===== config.mk =====
export PLATFORM = sky130hd
export DESIGN_NAME = preimage_enum
export DESIGN_NICKNAME = d
export VERILOG_FILES = /design/src/rtl/preimage_pkg.sv /design/src/rtl/next_match_finder.sv /design/src/rtl/preimage_enum.sv
export SDC_FILE = /design/constraint.sdc
export NUM_CORES = 1
export LEC_CHECK = 0
export BUFFER_PORTS_ARGS = -buffer_cell sky130_fd_sc_hd__buf_2
export CORE_UTILIZATION = 55
export CTS_CLUSTER_SIZE = 24
export DETAILED_ROUTE_END_ITERATION = 10
export GPL_TIMING_DRIVEN = 0
export PLACE_DENSITY = 0.83
export SYNTH_ARGS = -nofsm -noshare
export SYNTH_HDL_FRONTEND = slang
export SYNTH_SLANG_ARGS = --single-unit

===== constraint.sdc =====
create_clock -name clk -period 2.99 [get_ports clk]
set_clock_uncertainty 0.2 [all_clocks]
set_input_delay 0.299 -clock clk [delete_from_list [all_inputs] [get_ports clk]]
set_output_delay 0.299 -clock clk [all_outputs]
set_load 0.05 [all_outputs]

===== src/rtl/preimage_pkg.sv =====
// Shared widths and FSM state type for the preimage enumerator.
package preimage_pkg;
  localparam int ADDR_W = 6;
  localparam int TT_W   = 64;
  localparam int CNT_W  = 7;

  typedef enum logic [1:0] {
    S_IDLE,
    S_SCAN,
    S_EMIT,
    S_DONE
  } state_t;
endpackage


===== src/rtl/next_match_finder.sv =====
// Combinational priority search: lowest index >= start with tt[index] == y.
// start is one bit wider than an address so that "one past the top" means no candidates.
module next_match_finder
  import preimage_pkg::*;
(
  input  logic [TT_W-1:0]   tt,
  input  logic              y,
  input  logic [ADDR_W:0]   start,
  output logic              found,
  output logic [ADDR_W-1:0] idx
);

  // Walk downwards so the lowest qualifying index is the last one written.
  always_comb begin
    found = 1'b0;
    idx   = '0;
    for (int i = TT_W - 1; i >= 0; i--) begin
      if (i >= int'(start) && tt[i] == y) begin
        found = 1'b1;
        idx   = ADDR_W'(i);
      end
    end
  end

endmodule


===== src/rtl/preimage_enum.sv =====
// Enumerates every address x of a 6-input truth table with f(x) == requested y.
// Define PREIMAGE_SKIP_EN to jump straight to the next match instead of scanning linearly.
module preimage_enum
  import preimage_pkg::*;
#(
  parameter logic [TT_W-1:0] TT = 64'h8000_0000_0000_0001
) (
  input  logic              clk,
  input  logic              rst_n,
  input  logic              req_valid,
  output logic              req_ready,
  input  logic              req_y,
  output logic              out_valid,
  input  logic              out_ready,
  output logic [ADDR_W-1:0] out_addr,
  output logic              out_last,
  output logic              done,
  output logic [CNT_W-1:0]  match_cnt
);

  state_t              state;
  state_t              state_nxt;
  logic [ADDR_W-1:0]   ptr;
  logic [ADDR_W-1:0]   addr_q;
  logic                y_q;
  logic                last_q;
  logic [CNT_W-1:0]    cnt_q;

  logic                hit;
  logic                scan_end;
  logic [ADDR_W-1:0]   cand;
  logic                more_found;
  logic [ADDR_W-1:0]   more_idx_unused;

`ifdef PREIMAGE_SKIP_EN
  next_match_finder u_skip (
    .tt    (TT),
    .y     (y_q),
    .start ({1'b0, ptr}),
    .found (hit),
    .idx   (cand)
  );
  // A failed priority search means nothing is left anywhere above ptr.
  assign scan_end = 1'b1;
`else
  assign hit      = (TT[ptr] == y_q);
  assign cand     = ptr;
  assign scan_end = (ptr == ADDR_W'(TT_W - 1));
`endif

  // Anything matching above the candidate decides whether this emit is the last one.
  next_match_finder u_last (
    .tt    (TT),
    .y     (y_q),
    .start ({1'b0, cand} + 7'd1),
    .found (more_found),
    .idx   (more_idx_unused)
  );

  always_ff @(posedge clk or negedge rst_n) begin
    if (!rst_n) state <= S_IDLE;
    else        state <= state_nxt;
  end

  always_comb begin
    state_nxt = state;
    case (state)
      S_IDLE: if (req_valid) state_nxt = S_SCAN;
      S_SCAN: begin
        if (hit)           state_nxt = S_EMIT;
        else if (scan_end) state_nxt = S_DONE;
      end
      S_EMIT: if (out_ready) state_nxt = last_q ? S_DONE : S_SCAN;
      S_DONE: state_nxt = S_IDLE;
      default: state_nxt = S_IDLE;
    endcase
  end

  always_comb begin
    req_ready = (state == S_IDLE);
    out_valid = (state == S_EMIT);
    out_last  = (state == S_EMIT) && last_q;
    done      = (state == S_DONE);
    out_addr  = addr_q;
    match_cnt = cnt_q;
  end

  always_ff @(posedge clk or negedge rst_n) begin
    if (!rst_n) begin
      ptr    <= '0;
      addr_q <= '0;
      y_q    <= 1'b0;
      last_q <= 1'b0;
      cnt_q  <= '0;
    end else begin
      case (state)
        S_IDLE: if (req_valid) begin
          y_q   <= req_y;
          cnt_q <= '0;
          ptr   <= '0;
        end
        S_SCAN: begin
          if (hit) begin
            addr_q <= cand;
            last_q <= !more_found;
          end else begin
            ptr <= ptr + 6'd1;
          end
        end
        S_EMIT: if (out_ready) begin
          cnt_q <= cnt_q + 7'd1;
          ptr   <= addr_q + 6'd1;
        end
        default: ;
      endcase
    end
  end

endmodule


==> flow_metrics.tcl <==
set metrics [dict create \
    outcome "completed" \
    fin_crit_ns 2.75 \
    synth_top_family_by_area "simple AND/OR/NAND/NOR gates" \
    track_usage_pct 26.8 \
    p_leak_nw 0.894 \
    cts_buffers 3 \
    die_h_um 59.0 \
    dieWidth_um 59.0 \
    finalMaxSlewViolations 0 \
    path_clk_slew_ns 0.14 \
    hold_violations 0 \
    row_count 20 \
    syn_nets 212 \
    setup_ws_ns 0.239 \
    wl_met2_um 2030 \
    async_reset_ff_share_pct 100 \
    wire_per_inst_um 15.3 \
    dpl_cell_area_mm2 0.00195 \
    max_clock_freq_ghz 0.363 \
    die_area_mm2 0.00348 \
    fill_cells 276 \
    final_area_mm2 0.00200 \
    cts-root-buf "clkbuf_4" \
    synth_top_cells_by_area "dfrtp_1, ha_1, o21ai_0" \
    syn_area_mm2 0.00179 \
    rsz0062_at_grt "no" \
    crit_arrival_ns 2.77 \
    fin_util_pct 64.9 \
    grt_pass1_wl_um 7060 \
    wl_met1_um 1700 \
    clockBufferDepth 2 \
    yosysTopAreaCellShare_pct 32.2 \
    antenna_found_initial 0 \
    core_region_area_mm2 0.00308 \
    clkSinkCount 23 \
    yosys.area.top_type "dfrtp_1" \
    synth_compound_area_share_pct 19.0 \
    route.detailed.drc 0 \
    synth-edff-count 0 \
    wl_um 4100 \
    place_congestion 0.920 \
    synth-main-ff-cell "dfrtp_1" \
    required_ns 3.00 \
    diodes 0 \
    syn_inst 196 \
    grt_max_degree 24 \
    period_share_pct 92.0 \
    wl_met3_um 299 \
    criticalPathCategory "reg -> reg" \
    drt.antenna.violating_nets 0 \
    drt-pass1-iter-count 4 \
    area_growth_pct 11.8 \
    muxShareOfSynthArea_pct 6.03 \
    ys_seq_area_share_pct 32.2 \
    yosys.cell_types.count 53 \
    overflow 0 \
    ios 22 \
    via_per_inst 6.21 \
    pre_cts_slack_ns 0.0135 \
    relSlewSlack_pct 59.3 \
    fin_nets 240 \
    power_per_cell_area_mw_per_mm2 1150 \
    cts_max_level 1 \
    top_layer "met4" \
    synth_seq_cells 23 \
    tightest_slew_ns 0.610 \
    end_kind "register" \
    hpwl_um 2990 \
    max-vdd-ir-drop_mv 0.688 \
    cp_max_fo 10 \
    synth-xor-area-share_pct 4.91 \
    synth_fa_ha_area_share_pct 7.71 \
    final.setup.tns_ns 0 \
    synth_warnings 0 \
    startpoint_type "register" \
    cts_tree "yes" \
    min_path_type "in -> reg" \
    maxCapViolations 0 \
    io_buffers 21 \
    layout-drive-gt1-share_pct 23.8 \
    initial_core_util_pct 58.0 \
    drt_iter0_drc 93 \
    grt_pass1_vias 1630 \
    synthSimpleGateAreaFrac_pct 24.5 \
    setup_viol 0 \
    clk_latency_ns 0.32 \
    vias 1657 \
    syn_avg_cell_area_um2 9.11 \
]
==> metrics by stage <==
| step | total power, W | std cells | hold WS (ns) |
|---|---|---|---|
| 2_1_floorplan | 0.00177 | 196 | -0.197 |
| 6_report | 0.00229 | 267 | 0.145 |
| 5_1_grt | 0.00246 | 267 | 0.143 |
| 4_1_cts | 0.00226 | 267 | 0.133 |
| 3_5_place_dp | 0.00211 | 261 | 0.106 |
| 3_3_place_gp | 0.00207 | 261 | 0.103 |
==> sequential cells by signal, summed over array words and instances, names as in the netlist <==
| signal | count |
|---|---|
| match_cnt | 7 |
| cand | 6 |
| out_addr | 6 |
| state | 2 |
| last_q | 1 |
| y_q | 1 |
==> critical path: stages (launching register included) <==
cell and delay [ns]:
dfrtp_1 0.46, inv_1 0.19, ha_1 0.18, buf_2 0.22, buf_2 0.27, nand2_1 0.08, o21ai_1 0.12, ha_2 0.29
nor3b_1 0.23, a21oi_1 0.07, nor2_1 0.10, o211ai_1 0.09, o311ai_0 0.14
==> layer usage <==
layer	vias to the layer above	GRT usage [%]
met3	10	5.68
met1	789	33.1
met4	0	10.2
li1	772	-
met2	86	45.9
met5	-	0
==> report_power, final <==
| group | leakage (nW) | internal (W) | total (W) | switching [W] |
|---|---|---|---|---|
| clock network | 0.0177 | 0.0000502 | 0.000152 | 0.000102 |
| logic | 0.578 | 0.000514 | 0.00156 | 0.00105 |
| registers | 0.299 | 0.000426 | 0.000573 | 0.000147 |
| total | 0.894 | 0.000990 | 0.00229 | 0.00130 |
==> layout make-up <==
cell class / count / area (um^2) / area share, %
timing repair buffer: 23 / 125 / 6.27
multi-input combinational: 152 / 1110 / 55.7
tap: 44 / 55.1 / 2.76
clock inverter: 1 / 5.00 / 0.251
sequential: 23 / 576 / 28.8
buffer: 10 / 60.1 / 3.01
inverter: 11 / 41.3 / 2.07
clock buffer: 3 / 22.5 / 1.13
==> synth_stat cells (all sizes together) (2+ instances only) <==
master,count
a2111oi,2
o21ai,17
dfrtp,23
xor2,8
a21oi,6
nor3,5
nand4,7
o211ai,6
xnor2,2
nor4,2
ha,11
and2,2
nand3,14
nor2,15
and4,3
nor2b,2
mux2,6
nand2,18
mux2i,4
o31ai,2
o2111ai,3
inv,11
buf,9
==> final timing paths <==
kind	startpoint	end	slack (ns)	cells after the start
worst max-delay path	state[0]$_DFFE_PN0P_	cand[2]$_DFFE_PN0P_	0.24	12
worst min-delay path	req_valid	y_q$_DFFE_PN0P_	0.15	3
worst max register to register	state[0]$_DFFE_PN0P_	cand[2]$_DFFE_PN0P_	0.24	12
worst min register to register	last_q$_DFFE_PN0P_	last_q$_DFFE_PN0P_	0.35	2
max in group asynchronous	rst_n	out_addr[5]$_DFFE_PN0P_	1.96	2
min in group asynchronous	rst_n	state[1]$_DFFE_PN0P_	0.28	2
==> cell usage in the layout (no fill, tap or decap), drive strengths merged, types with 2 or more instances in the layout <==
cell type | Yosys | routed
nand3 | 14 | 14
o2111ai | 3 | 3
dfrtp | 23 | 23
a21oi | 6 | 6
inv | 11 | 11
ha | 11 | 11
buf | 9 | 30
a2111oi | 2 | 2
nand2 | 18 | 18
and4 | 3 | 3
o31ai | 2 | 2
o21ai | 17 | 17
nand4 | 7 | 7
dlygate4sd3 | 0 | 2
clkbuf | 1 | 4
nor3 | 5 | 5
nor2b | 2 | 2
xnor2 | 2 | 2
o211ai | 6 | 6
nor4 | 2 | 2
mux2i | 4 | 4
mux2 | 6 | 6
and2 | 2 | 2
nor2 | 15 | 15
xor2 | 8 | 8
==> kinds of logic (layout without fill, tap and decap cells) <==
kind of cell / after synthesis / after routing
AND/OR/NAND/NOR: 76 / 76
AO/OA/AOI/OAI: 45 / 45
flip-flops: 23 / 23
buffers and inverters: 21 / 48
adder cells (fa/ha/maj): 11 / 11
XOR/XNOR: 10 / 10
multiplexers: 10 / 10
==> timing repair <==
action,4_1_cts,5_1_grt
gates resized for setup,0,4
endpoints found under the hold margin,24,0
setup endpoints to repair,0,2
hold buffers,2,0
buffers inserted,0,0
No activity file was read; power rests on OpenSTA's default activity.
